File: src/rtl/park_pkg.sv
// Shared types, default widths and saturation for the Park stages.
// Exports: state_e, D_WIDTH, Q_BITS, ACC_W, saturate().
package park_pkg;

  localparam int D_WIDTH = 32;
  localparam int Q_BITS  = 10;
  localparam int ACC_W   = 2*D_WIDTH+1;

  typedef enum logic [2:0] {
    IDLE,
    M0,
    M1,
    M2,
    M3
  } state_e;

  // Clamp x into the signed w-bit range.
  // Result is sign-extended; callers keep the low w bits.
  function automatic logic signed [ACC_W-1:0] saturate(
    input logic signed [ACC_W-1:0] x,
    input int                      w
  );
    logic signed [ACC_W-1:0] hi;
    logic signed [ACC_W-1:0] lo;
    hi = (ACC_W'(1) <<< (w-1)) - ACC_W'(1);
    lo = ~hi;
    if (x > hi)      return hi;
    else if (x < lo) return lo;
    else             return x;
  endfunction

endpackage

File: src/rtl/park_transform_mac.sv
// Shared signed multiplier with add/subtract accumulate.
// Ports: i_a, i_b operands; i_acc running sum; i_sub subtract; o_acc next sum.
module park_mac #(
  parameter int D_WIDTH = 32,
  parameter int ACC_W   = 2*D_WIDTH+1
) (
  input  logic signed [D_WIDTH-1:0] i_a,
  input  logic signed [D_WIDTH-1:0] i_b,
  input  logic signed [ACC_W-1:0]   i_acc,
  input  logic                      i_sub,
  output logic signed [ACC_W-1:0]   o_acc
);

  logic signed [2*D_WIDTH-1:0] w_prod;
  logic signed [ACC_W-1:0]     w_ext;

  assign w_prod = i_a * i_b;
  assign w_ext  = ACC_W'(w_prod);
  assign o_acc  = i_sub ? i_acc - w_ext
                        : i_acc + w_ext;

endmodule

File: src/rtl/park_transform.sv
// Forward Park transform, four MACs on one multiplier per request.
// Ports: clk, reset(n), alpha/beta/sin/cos, start in; D/Q, busy, done out.
module park_transform
  import park_pkg::*;
#(
  parameter int D_WIDTH = park_pkg::D_WIDTH,
  parameter int Q_BITS  = park_pkg::Q_BITS
) (
  input  logic                      clk,
  input  logic                      reset,
  input  logic signed [D_WIDTH-1:0] alpha,
  input  logic signed [D_WIDTH-1:0] beta,
  input  logic signed [D_WIDTH-1:0] sin,
  input  logic signed [D_WIDTH-1:0] cos,
  input  logic                      start,
  output logic signed [D_WIDTH-1:0] D,
  output logic signed [D_WIDTH-1:0] Q,
  output logic                      busy,
  output logic                      done
);

  localparam int AW = 2*D_WIDTH+1;

  state_e                    r_state;
  logic signed [D_WIDTH-1:0] r_alpha;
  logic signed [D_WIDTH-1:0] r_beta;
  logic signed [D_WIDTH-1:0] r_sin;
  logic signed [D_WIDTH-1:0] r_cos;
  logic signed [AW-1:0]      r_acc_d;
  logic signed [AW-1:0]      r_acc_q;
  logic signed [D_WIDTH-1:0] r_d;
  logic signed [D_WIDTH-1:0] r_q;
  logic                      r_busy;
  logic                      r_done;

  logic signed [D_WIDTH-1:0] w_a;
  logic signed [D_WIDTH-1:0] w_b;
  logic signed [AW-1:0]      w_acc;
  logic                      w_sub;
  logic signed [AW-1:0]      w_mac;
  logic signed [AW-1:0]      w_d_shr;
  logic signed [AW-1:0]      w_q_shr;
  logic signed [D_WIDTH-1:0] w_d;
  logic signed [D_WIDTH-1:0] w_q;

  always_comb begin
    w_a   = r_alpha;
    w_b   = r_cos;
    w_acc = r_acc_d;
    w_sub = 1'b0;
    unique case (r_state)
      M1: begin
        w_a = r_beta;
        w_b = r_sin;
      end
      M2: begin
        w_a   = r_beta;
        w_b   = r_cos;
        w_acc = r_acc_q;
      end
      M3: begin
        w_a   = r_alpha;
        w_b   = r_sin;
        w_acc = r_acc_q;
        w_sub = 1'b1;
      end
      default: ;
    endcase
  end

  park_mac #(
    .D_WIDTH (D_WIDTH),
    .ACC_W   (AW)
  ) u_mac (
    .i_a   (w_a),
    .i_b   (w_b),
    .i_acc (w_acc),
    .i_sub (w_sub),
    .o_acc (w_mac)
  );

  // In M3 the D sum is already final; Q's final sum is the MAC output.
  assign w_d_shr = r_acc_d >>> Q_BITS;
  assign w_q_shr = w_mac >>> Q_BITS;
  assign w_d = D_WIDTH'(saturate(ACC_W'(w_d_shr), D_WIDTH));
  assign w_q = D_WIDTH'(saturate(ACC_W'(w_q_shr), D_WIDTH));

  always_ff @(posedge clk or negedge reset) begin
    if (!reset) begin
      r_state <= IDLE;
      r_alpha <= '0;
      r_beta  <= '0;
      r_sin   <= '0;
      r_cos   <= '0;
      r_acc_d <= '0;
      r_acc_q <= '0;
      r_d     <= '0;
      r_q     <= '0;
      r_busy  <= 1'b0;
      r_done  <= 1'b0;
    end else begin
      r_done <= 1'b0;
      unique case (r_state)
        IDLE: begin
          if (start) begin
            r_alpha <= alpha;
            r_beta  <= beta;
            r_sin   <= sin;
            r_cos   <= cos;
            r_acc_d <= '0;
            r_acc_q <= '0;
            r_busy  <= 1'b1;
            r_state <= M0;
          end
        end
        M0: begin
          r_acc_d <= w_mac;
          r_state <= M1;
        end
        M1: begin
          r_acc_d <= w_mac;
          r_state <= M2;
        end
        M2: begin
          r_acc_q <= w_mac;
          r_state <= M3;
        end
        M3: begin
          r_acc_q <= w_mac;
          r_d     <= w_d;
          r_q     <= w_q;
          r_done  <= 1'b1;
          r_busy  <= 1'b0;
          r_state <= IDLE;
        end
        default: r_state <= IDLE;
      endcase
    end
  end

  assign D    = r_d;
  assign Q    = r_q;
  assign busy = r_busy;
  assign done = r_done;

endmodule

File: config.mk
export PLATFORM = sky130hd
export DESIGN_NAME = park_transform
export DESIGN_NICKNAME = d
export VERILOG_FILES = /design/src/rtl/park_pkg.sv /design/src/rtl/park_transform_mac.sv /design/src/rtl/park_transform.sv
export SDC_FILE = /design/constraint.sdc
export NUM_CORES = 2
export LEC_CHECK = 0
export ABC_AREA = 1
export CORE_MARGIN = 2
export CORE_UTILIZATION = 50
export CTS_BUF_LIST = sky130_fd_sc_hd__clkbuf_16
export DETAILED_ROUTE_END_ITERATION = 10
export PLACE_DENSITY = 0.67
export SYNTH_ARGS = -nofsm -noshare
export SYNTH_HDL_FRONTEND = slang
export SYNTH_HIERARCHICAL = 1
export SYNTH_SLANG_ARGS = --single-unit
File: constraint.sdc
create_clock -name clk -period 16.35 [get_ports clk]
set_clock_uncertainty 0.2 [all_clocks]
set_input_delay 3.27 -clock clk [delete_from_list [all_inputs] [get_ports clk]]
set_output_delay 3.27 -clock clk [all_outputs]
set_load 0.01 [all_outputs]
# After elaboration in Yosys (flattened, before gate mapping)
# Cells that the tools add are included.
[word_totals]
reg_bits = 327
output_inout_bits = 66
[op_classes]
reduce_logical = 12
muxes = 16
n_eq_ne = 5
magnitude_cmp = 4
addsub = 2
n_mul = 1
[op_table]
columns = ["operator", "n"]
rows = [
  ["one-hot mux 65 bit (2 select lines)", 2],
  ["two-way mux 65 bit", 3],
  ["two-way mux 32 bit", 6],
  ["> comparator 55 x 32 -> 1 bit (second input constant)", 2],
  ["< comparator 55 x 32 -> 1 bit (second input constant)", 2],
  ["adder 65 x 64 -> 65 bit", 1],
  ["subtractor 65 x 64 -> 65 bit", 1],
  ["multiplier 32 x 32 -> 64 bit", 1],
  ["one-hot mux 3 bit (4 select lines)", 1],
  ["AND reduction 2 bit", 4],
  ["OR reduction 2 bit", 4],
  ["equality test 3 x 2 -> 1 bit (second input constant)", 2],
  ["nonzero test 2 bit", 3],
  ["equality test 3 x 1 -> 1 bit (second input constant)", 1],
  ["equality test 3 bit (second input constant)", 1],
  ["logical NOT 3 bit", 1],
  ["two-way mux 3 bit", 1],
  ["two-way mux 1 bit", 2],
  ["inequality test 2 bit (second input constant)", 1],
  ["one-hot mux 1 bit (2 select lines)", 1],
]

# Depth between registers and ports, before layout
[logic_depth]
depth_word = 9
depth_mapped = 72
ltp_nobuf = 69

# Hierarchy
# The synthesis kept the hierarchy.
[by_module_without_submodules]
columns = ["module", "seq_area_each_um2", "area_each_um2", "n_inst", "cells_per_inst"]
rows = [
  ["park_mac", 0.0, 45906.5, 1, 6469],
  ["park_transform", 8182.8, 14433.8, 1, 1564],
]

# Worst setup path before layout
# OpenSTA, ideal clock, no wires.
[synth_timing]
kind = "flip-flop to flip-flop"
startpoint = "reg r_state[0]"
endpoint = "reg r_q[10] (netlist: Q[10])"
setup_ps = 117
n_path_buf = 3
synth_period_minus_slack_ps = 11507
arrival_ps = 11189
path_slack_ps = 4843
path_stages_with_launch = 63
cell_sequence = "dfrtp_1 nor3_2 inv_1 nand2_1 buf_4 mux2_2 clkbuf_1 nand2_1 inv_1 fa_1 fa_1 fa_1 fa_1 inv_1 fa_1 inv_1 fa_1 inv_1 [... 27 more ...] o21ai_0 a211oi_1 nand2_1 nand2_1 nand2_1 inv_1 nand3_1 nand2_1 inv_1 inv_1 nand4_1 nor2_1 nand3_1 nand2_1 clkbuf_1 nand2_1 nand2_1 nand2_1"
[synth_via]
elab_chain_cells = 9
elab_cells_between_ends = 18
[synth_rtl]
columns = ["element", "line_no", "rtl"]
rows = [
  ["start, declared", "park_transform.sv:24", "state_e r_state;"],
  ["start signal, assigned", "park_transform.sv:90", "r_state <= IDLE;"],
  ["start signal, assigned", "park_transform.sv:113", "r_state <= M0;"],
  ["start signal, assigned", "park_transform.sv:118", "r_state <= M1;"],
  ["equality test 3 x 2 -> 1 bit / equality test 3 bit (equally long branches)", "park_transform.sv:51", "unique case (r_state)"],
  ["OR reduction 2 bit (no line) *", "--", ""],
  ["two-way mux 32 bit *", "park_transform.sv:51", ""],
  ["net w_b[7]", "park_transform.sv:37", "logic signed [D_WIDTH-1:0] w_b;"],
  ["multiplier 32 x 32 -> 64 bit *", "park_transform_mac.sv:17", "assign w_prod = i_a * i_b;"],
  ["adder 65 x 64 -> 65 bit / subtractor 65 x 64 -> 65 bit (equally long branches)", "park_transform_mac.sv:20, park_transform_mac.sv:19", ""],
  ["two-way mux 65 bit *", "park_transform_mac.sv:19", "assign o_acc = i_sub ? i_acc - w_ext"],
  ["net w_mac[64]", "park_transform.sv:40", "logic signed [AW-1:0] w_mac;"],
  ["< comparator 55 x 32 -> 1 bit", "park_pkg.sv:28", "else if (x < lo) return lo;"],
  ["two-way mux 32 bit", "park_pkg.sv:28", ""],
  ["two-way mux 32 bit *", "park_pkg.sv:27", "if (x > hi) return hi;"],
  ["end signal, assigned", "park_transform.sv:131", "r_q <= w_q;"],
  ["end, declared", "park_transform.sv:32", "logic signed [D_WIDTH-1:0] r_q;"],
]
# The timed path passes the listed nets; every way through them passes the cells marked *.
# A chain may end at the register's enable or synchronous reset.

# Final worst setup path
[layout_timing]
startpoint = "reg r_state[2]"
endpoint = "reg r_q[2] (netlist: Q[2])"
[layout_via]
elab_chain_cells = 9
elab_cells_between_ends = 18
[layout_rtl]
columns = ["element", "line_no", "rtl"]
rows = [
  ["equality test 3 x 2 -> 1 bit", "park_transform.sv:51", ""],
  ["OR reduction 2 bit (no line) *", "--", ""],
  ["two-way mux 32 bit *", "park_transform.sv:51", ""],
  ["net w_a[31]", "park_transform.sv:36", "logic signed [D_WIDTH-1:0] w_a;"],
  ["multiplier 32 x 32 -> 64 bit *", "park_transform_mac.sv:17", ""],
  ["adder 65 x 64 -> 65 bit / subtractor 65 x 64 -> 65 bit (equally long branches)", "park_transform_mac.sv:20, park_transform_mac.sv:19", ""],
  ["two-way mux 65 bit *", "park_transform_mac.sv:19", ""],
  ["net w_mac[64]", "park_transform.sv:40", ""],
  ["< comparator 55 x 32 -> 1 bit", "park_pkg.sv:28", ""],
  ["two-way mux 32 bit", "park_pkg.sv:28", ""],
  ["two-way mux 32 bit *", "park_pkg.sv:27", ""],
]
# Marked as above.

==> impl_metrics.toml <==
[timing]
hold_viol = 0
tns_ns = 0
slew_headroom = 0.198
grt_setup_unrepaired = "false"
slew_viol_final = 0
max_slew.worst_pin.slew_ns = 1.20
fmax_mhz = 67.6
fin_ws_ns = 1.55
setup_violations = 0
fin_crit_sh = 0.905
period_needed_ns = 14.80

[floorplanning]
rows = 127
start_util = 0.504
die_h_um = 351
core_area_um2 = 120000
pin_count = 197
die-area_um2 = 123000
die_w_um = 351

[yosys]
ys_seq_elements = 327
ys_types = 51
synth_most_common_cell = "nand2_1"
syn_nets = 9496
synth_ff_type = "dfrtp_1"
synth_top_cells_by_count = "2346 x nand2_1, 2198 x inv_1, 1083 x fa_1"
ys_seq_area_frac = 0.136
syn_area_per_cell_um2 = 7.51
async_flop_share = 1.00
synth_top_area_share = 0.359
syn_area_um2 = 60300
synth-edff-count = 0
synthTopCellsByArea = "fa_1 36%, nand2_1 15%, inv_1 14%"
yosys.area.top_type = "fa_1"
synthCells = 8033
ys_warn_count = 6

[worst_setup_path]
path_buf_inv = 13
crit_type = "reg2reg"
startpoint_type = "register"
cp-startpoint = "r_state[2]"
reg2reg_slack_ns = 1.55
end_kind = "register"
cp.arrival_ns = 15.09
crit_required_ns = 16.64
critPathMaxStageDelay_ns = 1.13
crit_end = "Q[2]"
cp_slowest_cell = "fa_1"
r2r-start = "r_state[2]"
crit_family = "adder cells"
cp.depth = 63
critPathMaxFanout = 51
cp_common_cell = "nand2_1"
reg2reg_depth = 63
r2r_end = "Q[2]"

[route]
vias = 49940
drt-initial-drc-count = 4273
viasPerCell = 5.15
post_drt_wl_per_cell_um = 18.4
drc = 0
dr.pass1.iters = 5
ant_nets = 0
wirelength_mm = 178

[layout]
fin_nets = 9513
n_antenna_cell = 0
nFillCells = 11463
multi_input_area_um2 = 42800
final_util = 0.543
area_growth_pct = 7.74
ff_latch_area_um2 = 8180
drive_above_1_share = 0.0430
finalInstanceArea_um2 = 65000

[run_status]
status = "complete, no violations"

[clocking]
clockBufferDepth = 3
holdBufCountCts = 0
post_cts_resized = 0
htreeDepth = 2
cts_sinks = 327
cts_tree = "yes"
worstSkewPairLatency_ns = 0.60
cts_made_buffers = 39
post_cts_buffers = 0
clk_pin_slew_ns = 0.06
ctsRootBufferMaster = "clkbuf_16"

[placement]
dp_hpwl_mm = 148
place.gp.congestion = 1.02
io_buffers = 196
post-place-ws_ns = 1.53
placed_area_um2 = 63800

[global_route]
antenna_found_initial = 1
grt-ovfl-total = 0
grt_max_degree = 101
grt_pass1_vias = 52538
grt_util_all_layers = 0.301
grt_pass1_wl_mm = 291

[flow_run]
maxCapViolCount = 0

[min_path]
hp-class = "reg2reg"
layer usage:
layer,vias to the layer above,routed length (um),GRT usage
met1,24738,80700,0.435
met2,1693,80600,0.477
met5,-,0,0
met4,0,4330,0.0740
met3,273,12600,0.0445
li1,23236,-,-
how the worst min path moves through the flow:
stage	cells past startpoint	endpoint	startpoint
final	2	Q[7]	Q[7]
after CTS	2	Q[20]	Q[20]
after floorplan	2	r_acc_d[0]	r_acc_d[0]
after global routing	2	D[7]	D[7]
after global placement	2	D[26]	D[26]
after detailed placement	2	Q[20]	Q[20]
state kept, by name, summed over array words and instances (netlist names):
| signal | count |
|---|---|
| r_acc_q | 65 |
| r_alpha | 32 |
| r_beta | 32 |
| r_acc_d | 65 |
| r_sin | 32 |
| done | 1 |
| busy | 1 |
| r_cos | 32 |
| D | 32 |
| r_state | 3 |
| Q | 32 |
layout by cell type, fill, tap and decap left out, types with 7 or more instances in the layout:
cell             Yosys  final
nand2_1           2346   2344
mux2_2             123    123
clkinv_2             0      7
o22ai_1             83     83
clkbuf_16            0     39
fa_1              1083   1083
nand3b_1            16     16
o21bai_1            13     13
o21ai_0            227    195
xnor2_1             50     50
o21ai_1              7      7
dfrtp_1            327    327
nor2_2              19     19
a31oi_1             35     35
nand2_2              5      7
or2_2               12     12
inv_2                6      7
nand4_1             60     60
nand3_1            130    130
buf_4               18     72
clkinv_1             0     10
nor2_1             383    383
ha_1               249    249
o211ai_1             9      9
clkdlybuf4s50_1      0    195
o21ai_2              3     34
nor3_1              22     22
inv_1             2198   2202
xor2_1              85     85
a21oi_1            194    194
stage by stage:
| step | hold slack [ns] | cells |
|---|---|---|
| floorplan | 0.253 | 8033 |
| global placement | 0.263 | 9621 |
| detailed placement | 0.264 | 9621 |
| CTS | 0.280 | 9690 |
| global route | 0.297 | 9690 |
| finish | 0.275 | 9690 |
area by class of cell:
cell class | instances | share of cell area
tap | 1612 | 0.0310
inverter | 2204 | 0.127
clock buffer | 39 | 0.0150
multi-input combinational | 5209 | 0.658
sequential | 327 | 0.126
clock inverter | 30 | 0.00348
timing repair buffer | 269 | 0.0389
kinds of logic (layout without fill, tap and decap cells):
logic type	after synthesis	in the layout	share of synthesized area
buffers and inverters	2497	2542	0.157
muxes	128	128	0.0239
DFF	327	327	0.136
and+or+nand+nor	3021	3021	0.198
adders and majority gates	1332	1332	0.411
xor gates and xnor gates	137	137	0.0201
AOI/OAI and AO/OA	591	591	0.0538
worst reg2reg max path, delay by kind of cell, from the launching register on:
kind,cells,cell delay (ns)
fa+ha+maj,10,5.87
flops,1,0.40
compound gates,6,1.74
buf+inv,13,2.31
simple gates,34,4.15
Power is not shown: default switching activity piles up to over one toggle a cycle in this logic, so the estimate is an artifact.
